**src/rtl/fast_pulse_counter_if.sv**
```systemverilog
// fast_pulse_counter_if: pulse inputs, snapshot/clear controls and snapshot results
interface fast_pulse_counter_if #(
  parameter int CNT_W = 32
);
  logic [3:0]       Fast;
  logic             snap_req;
  logic             clr_req;
  logic [CNT_W-1:0] channel0;
  logic [CNT_W-1:0] channel1;
  logic [CNT_W-1:0] channel2;
  logic [CNT_W-1:0] channel3;
  logic             snap_valid;
  logic [3:0]       overflow;
  modport master (
    output Fast, snap_req, clr_req,
    input  channel0, channel1, channel2, channel3, snap_valid, overflow
  );
  modport slave (
    input  Fast, snap_req, clr_req,
    output channel0, channel1, channel2, channel3, snap_valid, overflow
  );
endinterface

```
**src/rtl/fast_pulse_counter.sv**
```systemverilog
// fast_pulse_counter: four synchronized, glitch-filtered rising-edge counters with snapshot and clear
module fast_pulse_counter #(
  parameter int FILT_LEN = 4,
  parameter int CNT_W    = 32
) (
  input logic clk,
  input logic rst,
  fast_pulse_counter_if.slave bus
);
  localparam logic [7:0] RUN_MAX = 8'(FILT_LEN - 1);
  logic [3:0]            sync1_q, sync1_d, sync2_q, sync2_d;
  logic [3:0]            filt_q, filt_d, filt_prev_q, filt_prev_d, rise;
  logic [3:0][7:0]       run_q, run_d;
  logic [3:0][CNT_W-1:0] live_q, live_d, snap_q, snap_d;
  logic [3:0]            lovf_q, lovf_d, ovf_q, ovf_d;
  logic                  snap_valid_q, snap_valid_d;
  always_comb begin
    sync1_d      = bus.Fast;
    sync2_d      = sync1_q;
    filt_d       = filt_q;
    filt_prev_d  = filt_q;
    rise         = filt_q & ~filt_prev_q;
    run_d        = '0;
    snap_d       = bus.snap_req ? live_q : snap_q;
    ovf_d        = bus.snap_req ? lovf_q : ovf_q;
    snap_valid_d = bus.snap_req;
    lovf_d       = bus.clr_req ? '0 : lovf_q;
    for (int i = 0; i < 4; i++) begin
      // a level is accepted only after FILT_LEN consecutive disagreeing cycles
      if (sync2_q[i] != filt_q[i]) begin
        if (run_q[i] == RUN_MAX) filt_d[i] = sync2_q[i];
        else run_d[i] = run_q[i] + 8'd1;
      end
      live_d[i] = (bus.clr_req ? '0 : live_q[i]) + CNT_W'(rise[i]);
      if (rise[i] && !bus.clr_req && (&live_q[i])) lovf_d[i] = 1'b1;
    end
  end
  always_ff @(posedge clk or negedge rst) begin
    if (!rst) begin
      sync1_q      <= '0;
      sync2_q      <= '0;
      filt_q       <= '0;
      filt_prev_q  <= '0;
      run_q        <= '0;
      live_q       <= '0;
      snap_q       <= '0;
      lovf_q       <= '0;
      ovf_q        <= '0;
      snap_valid_q <= 1'b0;
    end else begin
      sync1_q      <= sync1_d;
      sync2_q      <= sync2_d;
      filt_q       <= filt_d;
      filt_prev_q  <= filt_prev_d;
      run_q        <= run_d;
      live_q       <= live_d;
      snap_q       <= snap_d;
      lovf_q       <= lovf_d;
      ovf_q        <= ovf_d;
      snap_valid_q <= snap_valid_d;
    end
  end
  assign bus.channel0   = snap_q[0];
  assign bus.channel1   = snap_q[1];
  assign bus.channel2   = snap_q[2];
  assign bus.channel3   = snap_q[3];
  assign bus.overflow   = ovf_q;
  assign bus.snap_valid = snap_valid_q;
endmodule

```
**src/flat_wrapper.sv**
```systemverilog
// flat-port wrapper written by rule: the top's interface ports become plain ports
module fast_pulse_counter_flat 
#(
  parameter int FILT_LEN = 4,
  parameter int CNT_W    = 32
)
  (clk, rst, bus_Fast, bus_snap_req, bus_clr_req, bus_channel0, bus_channel1, bus_channel2, bus_channel3, bus_snap_valid, bus_overflow);
  fast_pulse_counter_if #(.CNT_W(CNT_W)) bus_i ();
  input logic clk;
  input logic rst;
  input wire logic [$bits(bus_i.Fast)-1:0] bus_Fast;
  input wire logic [$bits(bus_i.snap_req)-1:0] bus_snap_req;
  input wire logic [$bits(bus_i.clr_req)-1:0] bus_clr_req;
  output wire logic [$bits(bus_i.channel0)-1:0] bus_channel0;
  output wire logic [$bits(bus_i.channel1)-1:0] bus_channel1;
  output wire logic [$bits(bus_i.channel2)-1:0] bus_channel2;
  output wire logic [$bits(bus_i.channel3)-1:0] bus_channel3;
  output wire logic [$bits(bus_i.snap_valid)-1:0] bus_snap_valid;
  output wire logic [$bits(bus_i.overflow)-1:0] bus_overflow;
  assign bus_i.Fast = bus_Fast;
  assign bus_i.snap_req = bus_snap_req;
  assign bus_i.clr_req = bus_clr_req;
  assign bus_channel0 = bus_i.channel0;
  assign bus_channel1 = bus_i.channel1;
  assign bus_channel2 = bus_i.channel2;
  assign bus_channel3 = bus_i.channel3;
  assign bus_snap_valid = bus_i.snap_valid;
  assign bus_overflow = bus_i.overflow;
  fast_pulse_counter #(.FILT_LEN(FILT_LEN), .CNT_W(CNT_W)) u_core (.clk(clk), .rst(rst), .bus(bus_i));
endmodule
```
**config.mk**
```make
export PLATFORM = sky130hd
export DESIGN_NAME = fast_pulse_counter_flat
export DESIGN_NICKNAME = d
export VERILOG_FILES = /design/src/rtl/fast_pulse_counter_if.sv /design/src/rtl/fast_pulse_counter.sv /design/src/flat_wrapper.sv
export SDC_FILE = /design/constraint.sdc
export NUM_CORES = 1
export LEC_CHECK = 0
export BUFFER_PORTS_ARGS = -buffer_cell sky130_fd_sc_hd__clkbuf_2
export CAP_MARGIN = 20
export CORE_ASPECT_RATIO = 1.2
export CORE_UTILIZATION = 55
export DETAILED_ROUTE_END_ITERATION = 6
export GPL_ROUTABILITY_DRIVEN = 0
export HOLD_SLACK_MARGIN = 0.1
export PLACE_DENSITY_LB_ADDON = 0.12
export SETUP_SLACK_MARGIN = 0.1
export SLEW_MARGIN = 20
export SYNTH_ARGS = -nofsm -noshare
export SYNTH_HDL_FRONTEND = slang
export SYNTH_SLANG_ARGS = --single-unit
```
**constraint.sdc**
```tcl
create_clock -name clk -period 3.9 [get_ports clk]
set_clock_uncertainty 0.15 [all_clocks]
set_input_delay 0.78 -clock clk [delete_from_list [all_inputs] [get_ports clk]]
set_output_delay 0.78 -clock clk [all_outputs]
set_load 0.02 [all_outputs]
```
======== After elaboration in Yosys (flattened, before gate mapping) ========
Cells that the tools add are included.
operators by class
  $add $sub $neg .......................... 8
  equality and inequality tests ........... 8
  multiplexer cells ....................... 17
  bitwise operators ....................... 2
  reduce and logical (&&, ||, !) cells .... 21
operator list
  operator                                       count
  adder 32 x 1 -> 32 bit                         4
  two-way mux 32 bit                             4
  AND reduction 32 bit                           4
  two-way mux 8 bit                              8
  adder 8 x 1 -> 8 bit, second input constant    4
  == test 8 x 2 -> 1 bit, second input constant  4
  logical AND 1 bit                              8
  AND reduction 2 bit                            4
  nonzero test 2 bit                             4
  bitwise AND 4 bit                              1
  two-way mux 1 bit                              4
  two-way mux 4 bit                              1
  inequality test 1 bit                          4
  inverter 4 bit                                 1
  logical NOT 1 bit                              1
word-level totals
  bits in registers ....................... 313
  bits of input ports ..................... 8
  output and inout bits ................... 133
  logic and storage cells ................. 81

======== Longest topological paths before layout ========
Gate-level depths: netlist of run 1.
  depth after elaboration ................. 5
  mapped depth ............................ 12
  mapped depth without buffers ............ 7

======== Worst setup path before layout of run 1 ========
Ideal clock, no wire load.
  path kind ............................... input to register
  start point ............................. input bus_clr_req
  end point ............................... register u_core.live_q[22] (netlist bit)
  library setup time ...................... 78 ps
  arrival ................................. 3172 ps
  required time ........................... 3672 ps
  setup slack ............................. 500 ps
  cell stages on the path ................. 12
  buffers on the path ..................... 5
  cells stage by stage .................... clkbuf_1 clkbuf_1 clkbuf_1 clkbuf_1 nor2b_1 ha_1 ha_1 nand4_1 or4_4 buf_2 or3_1 a21oi_1
RTL lines
  element               line                      RTL
  start, declared       flat_wrapper.sv:13        input wire logic [$bits(bus_i.clr_req)-1:0] bus_clr_req;
  end signal, assigned  fast_pulse_counter.sv:56  live_q <= live_d;
  end, declared         fast_pulse_counter.sv:14  logic [3:0][CNT_W-1:0] live_q, live_d, snap_q, snap_d;

==> results.tsv, run 1 <==
metric	value	unit
Initial Utilization	56.10	%
DR pass1 iterations	5	
Seq/Total Area, Yosys	56.41	%
Final Slew Violations	0	
port bufs	140	
Cell Rows	63	
required time of the critical path	4170	ps
Tcrit/Tclk final	68.19	%
largest cells by area after synthesis	dfrtp_1 (56%), mux2_2 (11%), xnor2_1 (2.8%)	
Leak Pwr	7.392	nW
Final #Nets	1336	
Clock Tree Root	clkbuf_16	
via count	9693	
setup TNS	0	ps
syn_nets	1202	
YS warnings	0	
clk_lat worst skew	540	ps
HPWL Detailed	19000	µm
Max-Slew Margin vs Limit	43.60	%
CP endpoint kind	register	
final non-filler cell total	1664	
Slew @ Worst Pin	846.0	ps
Peak VDD IR	0.3282	mV
total wire length	28310	µm
WL/cell	17.01	µm
first-pass GRT wire length	48700	µm
GRT Total Usage	22.75	%
initial antenna violation count	0	
total congestion overflow	0	
FFs w/ async S/R, synth	100.0	%
# DRC	0	
final worst setup slack	1241	ps
Place WS	698.4	ps
dpl cells	1608	
ant diodes	0	
crit path launch type	input port	
post-synth top area share	56.41	%
Final setup viols	0	
Avg Inst Size Synth	11.75	µm²
final hold violation count	0	
CTS tree	done	
largest net degree at the start of global routing	110	
Post-CTS Setup Bufs	0	
H-Tree Level Count	1	
Die X	147.0	µm
post-cts resize count	0	
Pwr Density	437.5	nW/µm²
CTS Hold Bufs	0	
Max stage delay cell, worst path	or4_4	
synthesized cell area	13880	µm²
Seq cells post-synth	313	
crit-path max FO	30	
DRT iter0 DRCs	450	
fin area	15950	µm²
type of the worst min-delay path	in -> async	
unrepaired setup endpoints after global routing	false	
vias in the first global route	9584	
synth-to-layout area growth	14.91	%
CTS buffer count	31	
Area after DPL	14940	µm²
Synth Flop Type	dfrtp_1	
Gate Count Post-Synth	1182	
status	complete, no violations	
final core occ	64.46	%
Max Cap Viol	0	
crit-path max cell delay	550	ps
Top Ports	141	
Final Critical Period	2659	ps
vias per cell	5.825	
full die area	25890	µm²
share of layout cells above drive strength 1	26.29	%
Setup CP Type	in -> reg	
core area	24750	µm²
worst path arrival time	2930	ps
Post-synth EDFFs	0	
chip height	176.1	µm
Netlist cell types	47	
CTS sink cnt	313	
antenna-violating nets left	0	
family with the most delay on the worst path	simple AND/OR/NAND/NOR gates	
Critical Path, Cell by Cell	buf_4, nor2b_1, ha_1, nand4b_1, or4_4, nor4_1, mux2_2	
worst-case clock buffer depth	3	
fmax	376.0	MHz
Critical path buffers and inverters	1	
clock-pin slew reported for the worst setup and hold paths after clock tree synthesis	60	ps
Synth area leader	dfrtp_1	
[power breakdown]
part / switching [mW] / internal, mW / leakage [nW]
sequential: 0.126 / 3.40 / 4.32
combinational: 0.321 / 0.204 / 2.57
clock: 1.20 / 1.73 / 0.507
total: 1.65 / 5.33 / 7.39
[per-stage QoR]
step                      total power [mW]  hold WS [ps]
after floorplan                      3.895         181.2
after global placement               4.108         185.1
after detailed placement             4.123         186.5
after CTS                            7.068         167.5
after global routing                 7.266         164.9
final                                6.980         168.8
[worst reg2reg max path, cell delays in order (launching register included)]
cell     delay, ps
dfrtp_1        400
nor2b_1        240
ha_1           220
ha_1           230
nand4_1        140
or4_4          540
or4_1          500
a21oi_1        150
[worst paths after layout]
check | from | to | slack [ps] | cells after the start
max | bus_clr_req | u_core.live_q[59]$_DFF_PN0_ | 1240 | 7
min reg2reg | u_core.sync1_q[3]$_DFF_PN0_ | u_core.sync2_q[3]$_DFF_PN0_ | 200 | 0
max in group asynchronous | rst | u_core.live_q[5]$_DFF_PN0_ | 2570 | 2
min | rst | u_core.bus.channel2[4]$_DFFE_PN0P_ | 170 | 1
max reg2reg | u_core.filt_prev_d[0]$_DFFE_PN0P_ | u_core.live_q[26]$_DFF_PN0_ | 1250 | 7
min in group clk | bus_Fast[1] | u_core.sync1_q[1]$_DFF_PN0_ | 190 | 1
[cells in the mapped netlist (4+ instances only)]
library cell and count:
dfrtp_1 313, mux2_2 138, nor2_1 84, a21oi_1 56, nand3_1 54, or4_1 47, nand2_1 45, xnor2_1 44
xor2_1 40, clkbuf_1 39, nand4_1 38, o31ai_1 34, nor2b_1 25, and3_1 22, nor4_1 21, or3_1 20
nand2b_1 19, inv_1 18, and4_1 17, nor3_1 14, ha_1 12, o21ai_1 10, and2_1 6, buf_2 6
mux2_1 6, nand4b_1 6, o21ai_0 6, buf_1 5, or4b_1 4
[routing by layer]
metal,vias to the layer above,wire length (µm),GRT usage (%)
met5,-,0,0
met3,42,1203,3.411
met2,198,13810,37.54
li1,4580,-,-
met4,0,503,5.799
met1,4873,12800,31.65
[layout by cell type, fill, tap and decap left out, drive strengths merged, types with 41 or more instances in the layout]
master | netlist | final
clkbuf | 39 | 186
mux2 | 144 | 144
dfrtp | 313 | 313
a21oi | 56 | 56
nor2 | 84 | 84
xnor2 | 44 | 44
nand3 | 54 | 54
or4 | 49 | 49
nand4 | 41 | 41
nand2 | 46 | 46
[area by class of cell]
type	instances	area (µm²)
inverters	18	67.56
clock inverters	7	60.06
well taps	325	406.6
fillers	1997	8797
multi-input cells	799	5767
flip-flops and latches	313	7833
repair buffers	153	867.1
clock buffers	49	953.4
[cells by family after synthesis]
| group | synth area share, % |
|---|---|
| AND/OR/NAND/NOR | 18.36 |
| flip-flops | 56.41 |
| multiplexers | 11.75 |
| AO/OA/AOI/OAI | 5.047 |
| XOR/XNOR | 5.299 |
| buffers and inverters | 2.055 |
| adder cells (fa/ha/maj) | 1.081 |
[registers in the layout, summed over array words and instances (netlist names)]
name and flops:
u_core.bus.overflow 4, u_core.bus.snap_valid 1, u_core.bus.channel0 32, u_core.run_q 32, u_core.sync2_q 4, u_core.bus.channel2 32
u_core.filt_prev_q 4, u_core.sync1_q 4, u_core.lovf_q 4, u_core.bus.channel1 32, u_core.live_q 128, u_core.bus.channel3 32
u_core.filt_prev_d 4
Power figures use the tool's default switching activity.
==> inputs of run 2 (changes only) <==
Settings changed: ABC_AREA from default to 1, CORE_UTILIZATION 55 to 54.
Clock period 3.9 ns to 2.14 ns, I/O delays scaled along.
==> run 2 against run 1 <==
Against the previous run:
- sequential power up 82%
- critical path depth grew 4
- global-route usage up 3.0 points
- cell count is 50% higher
- final area rose by 16%
- clock power up 88%
- first-iteration DRC count rose by 59%
- register-to-register slack got worse by 1000 ps
- sequential share of layout area fell by 6.9 points
- wire length increased by 29%
- synthesized cell count up 60%
- count of clock-buffer cells in the layout fell by 8
- critical endpoint is now u_core.live_q[122]$_DFF_PN0_
- largest power group unchanged
==> results.tsv, run 2 <==
metric	value	unit	change
most common cell in the synthesized netlist	nand2_1		
Peak VDD IR	0.6673	mV	+100%
DRT iter0 DRCs	717		+59%
Final Critical Period	1930	ps	
CTS buffer count	31		unchanged
GRT Total Usage	25.78	%	+3.0 points
share of power burned in registers	48.3	%	-2.3 points
Synth Flop Type	dfrtp_1		
H-Tree Level Count	1		unchanged
Post-synth EDFFs	0		unchanged
worst path arrival time	2240	ps	-690 ps
setup TNS	0	ps	unchanged
via count	12873		+33%
max FFs per register	128		unchanged
Pwr Density	718.3	nW/µm²	+64%
unrepaired setup endpoints after global routing	false		
Power Internal	9.911	mW	+86%
Cell Rows	67		+6.3%
Seq/Total Area, Yosys	50.51	%	-5.9 points
final hold violation count	0		unchanged
crit path launch type	register		
syn_nets	1906		+59%
dpl cells	2434		+51%
worst-case clock buffer depth	3		unchanged
Top Ports	141		unchanged
Avg Inst Size Synth	8.222	µm²	-30%
most frequent cells in the layout	nand2_1 (481), nor2_1 (317), dfrtp_1 (313), inv_1 (190), nand3_1 (181)		
clock-pin slew reported for the worst setup and hold paths after clock tree synthesis	70	ps	about the same
port bufs	140		unchanged
Worst R2R Path Depth	11		+4
Worst setup startpoint	u_core.filt_prev_d[3]$_DFFE_PN0P_		
Comb power frac	10.3	%	+2.8 points
Slew @ Worst Pin	565.4	ps	-280.6 ps
antenna-violating nets left	0		unchanged
chip height	187.6	µm	+6.6%
full die area	29400	µm²	+14%
WL/cell	14.57	µm	-14%
Final Slew Violations	0		unchanged
type of the worst min-delay path	in -> reg		
# DRC	0		unchanged
fmax	518.2	MHz	
largest cells by area after synthesis	dfrtp_1 (51%), nand2_1 (12%), nor2_1 (8.1%)		
Hold Path Depth	2		
synth-to-layout area growth	19.74	%	
most common cell after layout, fill and taps aside	nand2_1		
CTS sink cnt	313		unchanged
Biggest register	u_core.live_q		
ant diodes	0		unchanged
CP endpoint kind	register		
YS warnings	0		unchanged
switching fraction of total power	25.69	%	+2.1 points
vias in the first global route	12748		+33%
Final #Nets	2116		+58%
Clock Power Share	41.4	%	-0.5 points
clk_lat worst skew	570	ps	+30 ps
initial antenna violation count	0		unchanged
Setup CP Type	reg -> reg		
Initial Utilization	55.21	%	-0.88 points
Synth area leader	dfrtp_1		
Tcrit/Tclk final	90.18	%	
worst hold start	bus_snap_req		
required time of the critical path	2450	ps	-1720 ps
HPWL Detailed	26990	µm	+42%
first-pass GRT wire length	61470	µm	+26%
Die X	156.7	µm	+6.6%
Final setup viols	0		unchanged
Max-Slew Margin vs Limit	62.04	%	+18 points
total congestion overflow	0		unchanged
Netlist cell types	31		-34%
Switching Power	3.426	mW	+110%
Seq cells post-synth	313		unchanged
crit-path max FO	5		-83%
status	complete, no violations		
Reg-to-Reg Start	u_core.filt_prev_d[3]$_DFFE_PN0P_		
core area	28080	µm²	+13%
total wire length	36400	µm	+29%
FFs w/ async S/R, synth	100.0	%	unchanged
post-synth top area share	50.51	%	-5.9 points
final non-filler cell total	2498		+50%
CTS tree	done		
Clock Tree Root	clkbuf_16		
DR pass1 iterations	5		unchanged
Max Cap Viol	0		unchanged
Leak Pwr	9.026	nW	+22%
largest net degree at the start of global routing	69		-37%
vias per cell	5.153		-12%
top cells by count, synth	nand2_1 (490), nor2_1 (336), dfrtp_1 (313)		
Gate Count Post-Synth	1886		+60%
synthesized cell area	15510	µm²	+12%
share of layout cells above drive strength 1	20.53	%	-5.8 points
run 2: kinds of logic after synthesis:
kind of cell / Yosys count / synth area share [%]
AOI/OAI and AO/OA: 81 / 2.711
xor gates and xnor gates: 63 / 3.558
adders and majority gates: 12 / 0.9683
buffers and inverters: 243 / 6.471
DFF: 313 / 50.51
muxes: 92 / 6.681
and+or+nand+nor: 1082 / 29.10
run 2: through the flow:
stage	cell area (µm²)	worst slack (ps)	hold WS (ps)	total power, mW	utilization, %
2_1_floorplan	15720	10.16	-17.59	7.302	-
3_3_place_gp	17420	-37.26	145.4	7.796	62.02
3_5_place_dp	17420	-88.32	144.9	7.838	62.02
4_1_cts	18500	138.5	101.8	13.41	65.89
5_1_grt	18570	90.15	108.4	13.91	66.11
6_report	18570	210.2	118.6	13.34	66.11
run 2: power by group through the flow:
stage	clock (mW)	combinational [mW]	sequential (mW)
2_1_floorplan	0	0.700	6.60
3_3_place_gp	0	1.27	6.53
3_5_place_dp	0	1.30	6.54
4_1_cts	5.66	1.32	6.44
5_1_grt	5.89	1.55	6.48
6_report	5.52	1.37	6.44
run 2: cell type report:
| class | instances | area (µm²) |
|---|---|---|
| multi-input cells | 1330 | 6900 |
| clock buffers | 41 | 863.3 |
| well taps | 379 | 474.2 |
| clock inverters | 15 | 173.9 |
| repair buffers | 223 | 1578 |
| inverters | 197 | 744.5 |
| flip-flops and latches | 313 | 7833 |
| fillers | 2375 | 9517 |
run 2: metal layers:
| metal | wire length (µm) | vias up | GRT usage (%) |
|---|---|---|---|
| met5 | 0 | - | 0 |
| met1 | 16330 | 6098 | 34.23 |
| li1 | - | 6397 | - |
| met3 | 1522 | 69 | 3.097 |
| met2 | 17550 | 309 | 43.51 |
| met4 | 994 | 0 | 8.899 |
run 2: worst paths after layout:
| kind | endpoint | slack, ps |
|---|---|---|
| worst min register to register | u_core.sync2_q[2]$_DFF_PN0_ | 200 |
| worst max register to register | u_core.live_q[122]$_DFF_PN0_ | 210 |
| worst max-delay path | u_core.live_q[122]$_DFF_PN0_ | 210 |
| worst min-delay path | u_core.bus.channel1[0]$_DFFE_PN0P_ | 120 |
| min in group asynchronous | u_core.bus.channel0[17]$_DFFE_PN0P_ | 150 |
| max in group asynchronous | u_core.bus.channel2[27]$_DFFE_PN0P_ | 980 |
run 2: worst max-delay path, cell delays in order (launching register included):
cell and delay (ps):
dfrtp_1 390, inv_1 90, nor2_1 120, ha_2 230
ha_4 150, nand2_2 60, nor2_4 130, nand2_4 110
nor2_4 170, nand3_1 90, nand2_1 80, nand2_1 50
run 2: what timing repair did:
item / 4_1_cts / 5_1_grt
endpoints found under the hold margin: 317 / 0
hold buffers: 5 / 0
setup buffers: 0 / 3
setup endpoints to repair: 0 / 23
resized for setup: 0 / 11
==> inputs of run 3 (changes only) <==
Settings changed: GPL_TIMING_DRIVEN from default to 1, PLACE_DENSITY from default to 0.76, PLACE_DENSITY_LB_ADDON 0.12 to default.
==> run 3 against run 2 <==
Against the previous run:
- register-to-register slack about the same
- fmax about the same
- hold slack improved by 79 ps
- non-clock buffer count decreased by 24
- wire length decreased by 0.61%
- setup slack about the same
- core utilization decreased by 0.76 points
- via count increased by 0.16%
- sequential share of layout area increased by 0.49 points
- sequential power about the same
- die area unchanged
- global-route usage decreased by 0.28 points
- critical endpoint is now u_core.live_q[120]$_DFF_PN0_
- largest power group unchanged
- highest routed layer unchanged
==> results.tsv, run 3 (same netlist as run 2, synthesis figures left out) <==
metric	value	unit	change
total power draw	13.37	mW	+0.26%
most frequent cells in the layout	nand2_1 (481), nor2_1 (319), dfrtp_1 (313), inv_1 (189), nand3_1 (180)		
switching fraction of total power	25.58	%	-0.10 points
Pwr Density	728.6	nW/µm²	+1.4%
Power Internal	9.951	mW	+0.40%
required time of the critical path	2440	ps	about the same
via count	12894		+0.16%
Leak Pwr	8.898	nW	-1.4%
crit-path max FO	5		unchanged
Die X	156.7	µm	unchanged
Worst setup startpoint	u_core.filt_prev_d[3]$_DFFE_PN0P_		
final hold violation count	0		unchanged
total wire length	36180	µm	-0.61%
Clock Tree Root	clkbuf_16		
Comb power frac	9.9	%	-0.4 points
port bufs	140		unchanged
worst hold start	u_core.sync1_q[2]$_DFF_PN0_		
Setup CP Type	reg -> reg		
status	complete, no violations		
Reg-to-Reg Start	u_core.filt_prev_d[3]$_DFFE_PN0P_		
largest net degree at the start of global routing	54		-22%
Initial Utilization	55.21	%	unchanged
final non-filler cell total	2471		-1.1%
Slew @ Worst Pin	488.1	ps	-77.28 ps
final core occ	65.35	%	-0.76 points
ant diodes	0		unchanged
CP endpoint kind	register		
full die area	29400	µm²	unchanged
fmax	518.2	MHz	about the same
share of layout cells above drive strength 1	19.55	%	-0.98 points
vias in the first global route	12781		+0.26%
WL/cell	14.64	µm	+0.47%
Tcrit/Tclk final	90.18	%	about the same
Top Ports	141		unchanged
clock-pin slew reported for the worst setup and hold paths after clock tree synthesis	70	ps	about the same
initial antenna violation count	0		unchanged
Final Critical Period	1930	ps	+0.07000 ps
Switching Power	3.421	mW	-0.15%
worst path arrival time	2230	ps	about the same
HPWL Detailed	26630	µm	-1.3%
dpl cells	2405		-1.2%
CTS tree	done		
CTS sink cnt	313		unchanged
WHS	197.6	ps	+79.03 ps
type of the worst min-delay path	reg -> reg		
Peak VDD IR	0.5814	mV	-13%
chip height	187.6	µm	unchanged
most common cell after layout, fill and taps aside	nand2_1		
max FFs per register	128		unchanged
antenna-violating nets left	0		unchanged
Clock Power Share	41.8	%	+0.4 points
Biggest register	u_core.live_q		
vias per cell	5.218		+1.3%
DR pass1 iterations	6		+1
GRT Total Usage	25.50	%	-0.28 points
Cell Rows	67		unchanged
H-Tree Level Count	1		unchanged
DRT iter0 DRCs	809		+13%
Final #Nets	2092		-1.1%
clk_lat worst skew	560	ps	about the same
Max-Slew Margin vs Limit	67.23	%	+5.2 points
share of power burned in registers	48.3	%	about the same
crit path launch type	register		
Final setup viols	0		unchanged
Final Slew Violations	0		unchanged
# DRC	0		unchanged
unrepaired setup endpoints after global routing	false		
synth-to-layout area growth	18.36	%	
worst-case clock buffer depth	3		unchanged
Max Cap Viol	0		unchanged
first-pass GRT wire length	61170	µm	-0.48%
CTS buffer count	31		unchanged
core area	28080	µm²	unchanged
total congestion overflow	0		unchanged
[run 3: cell types whose count changed in the layout (fill, tap and decap cells not counted), moves of 2 or more]
cell	before	now
buf_4	60	38
nor2_1	317	319
buf_12	18	15
nor2_2	25	23
clkbuf_1	5	3
[run 3: through the flow]
stage               cell area [µm²]  TNS (ps)  setup slack (ps)
detailed placement            17160    -80.87            -24.51
CTS                           18260         0             145.7
global placement              17160         0             50.66
global route                  18350         0             95.92
finish                        18350         0             210.1
floorplan                     15720         0             10.16
[run 3: cell type report]
cell class              instances  area, µm²
repair buffers                199       1363
fillers                      2324       9731
well taps                     379      474.2
flip-flops and latches        313       7833
inverters                     197      744.5
multi-input cells            1330       6900
clock buffers                  38      842.1
clock inverters                15      196.4
[run 3: final timing paths]
kind | endpoint | slack, ps | cells after the start
worst min-delay path | u_core.sync2_q[2]$_DFF_PN0_ | 200 | 0
worst max-delay path | u_core.live_q[120]$_DFF_PN0_ | 210 | 11
min in group asynchronous | u_core.bus.channel1[28]$_DFFE_PN0P_ | 220 | 2
worst min register to register | u_core.sync2_q[2]$_DFF_PN0_ | 200 | 0
worst max register to register | u_core.live_q[120]$_DFF_PN0_ | 210 | 11
max in group asynchronous | u_core.live_q[19]$_DFF_PN0_ | 1000 | 3
[run 3: per-layer routing]
metal  global-route usage (%)  vias up  wire, µm
met5                        0        -         0
met4                    8.333        0       986
met3                    2.796       76      1699
met2                    44.68      347     18130
met1                    32.75     6135     15360
li1                         -     6336         -
[run 3: worst max-delay path: stages (launching register included)]
cell     delay, ps
dfrtp_1        390
inv_2           70
nor2_1         100
ha_2           230
ha_4           150
nand2_2         60
nor2_4         160
nand2_4        110
nor2_4         180
nand3_2         90
nand2_1         90
nand2_1         50
[run 3: timing repair]
action,4_1_cts,5_1_grt
hold endpoints to repair,321,0
hold buffers,6,0
resized for setup,0,12
setup endpoints to repair,0,29
setup buffers,0,7
[run 3: power groups by stage]
stage                     Combinational, mW  Clock (mW)  Sequential (mW)
after floorplan                       0.700           0             6.60
after global placement                 1.21           0             6.54
after detailed placement               1.27           0             6.55
after CTS                              1.29        5.70             6.44
after global routing                   1.50        5.91             6.49
final                                  1.33        5.59             6.45
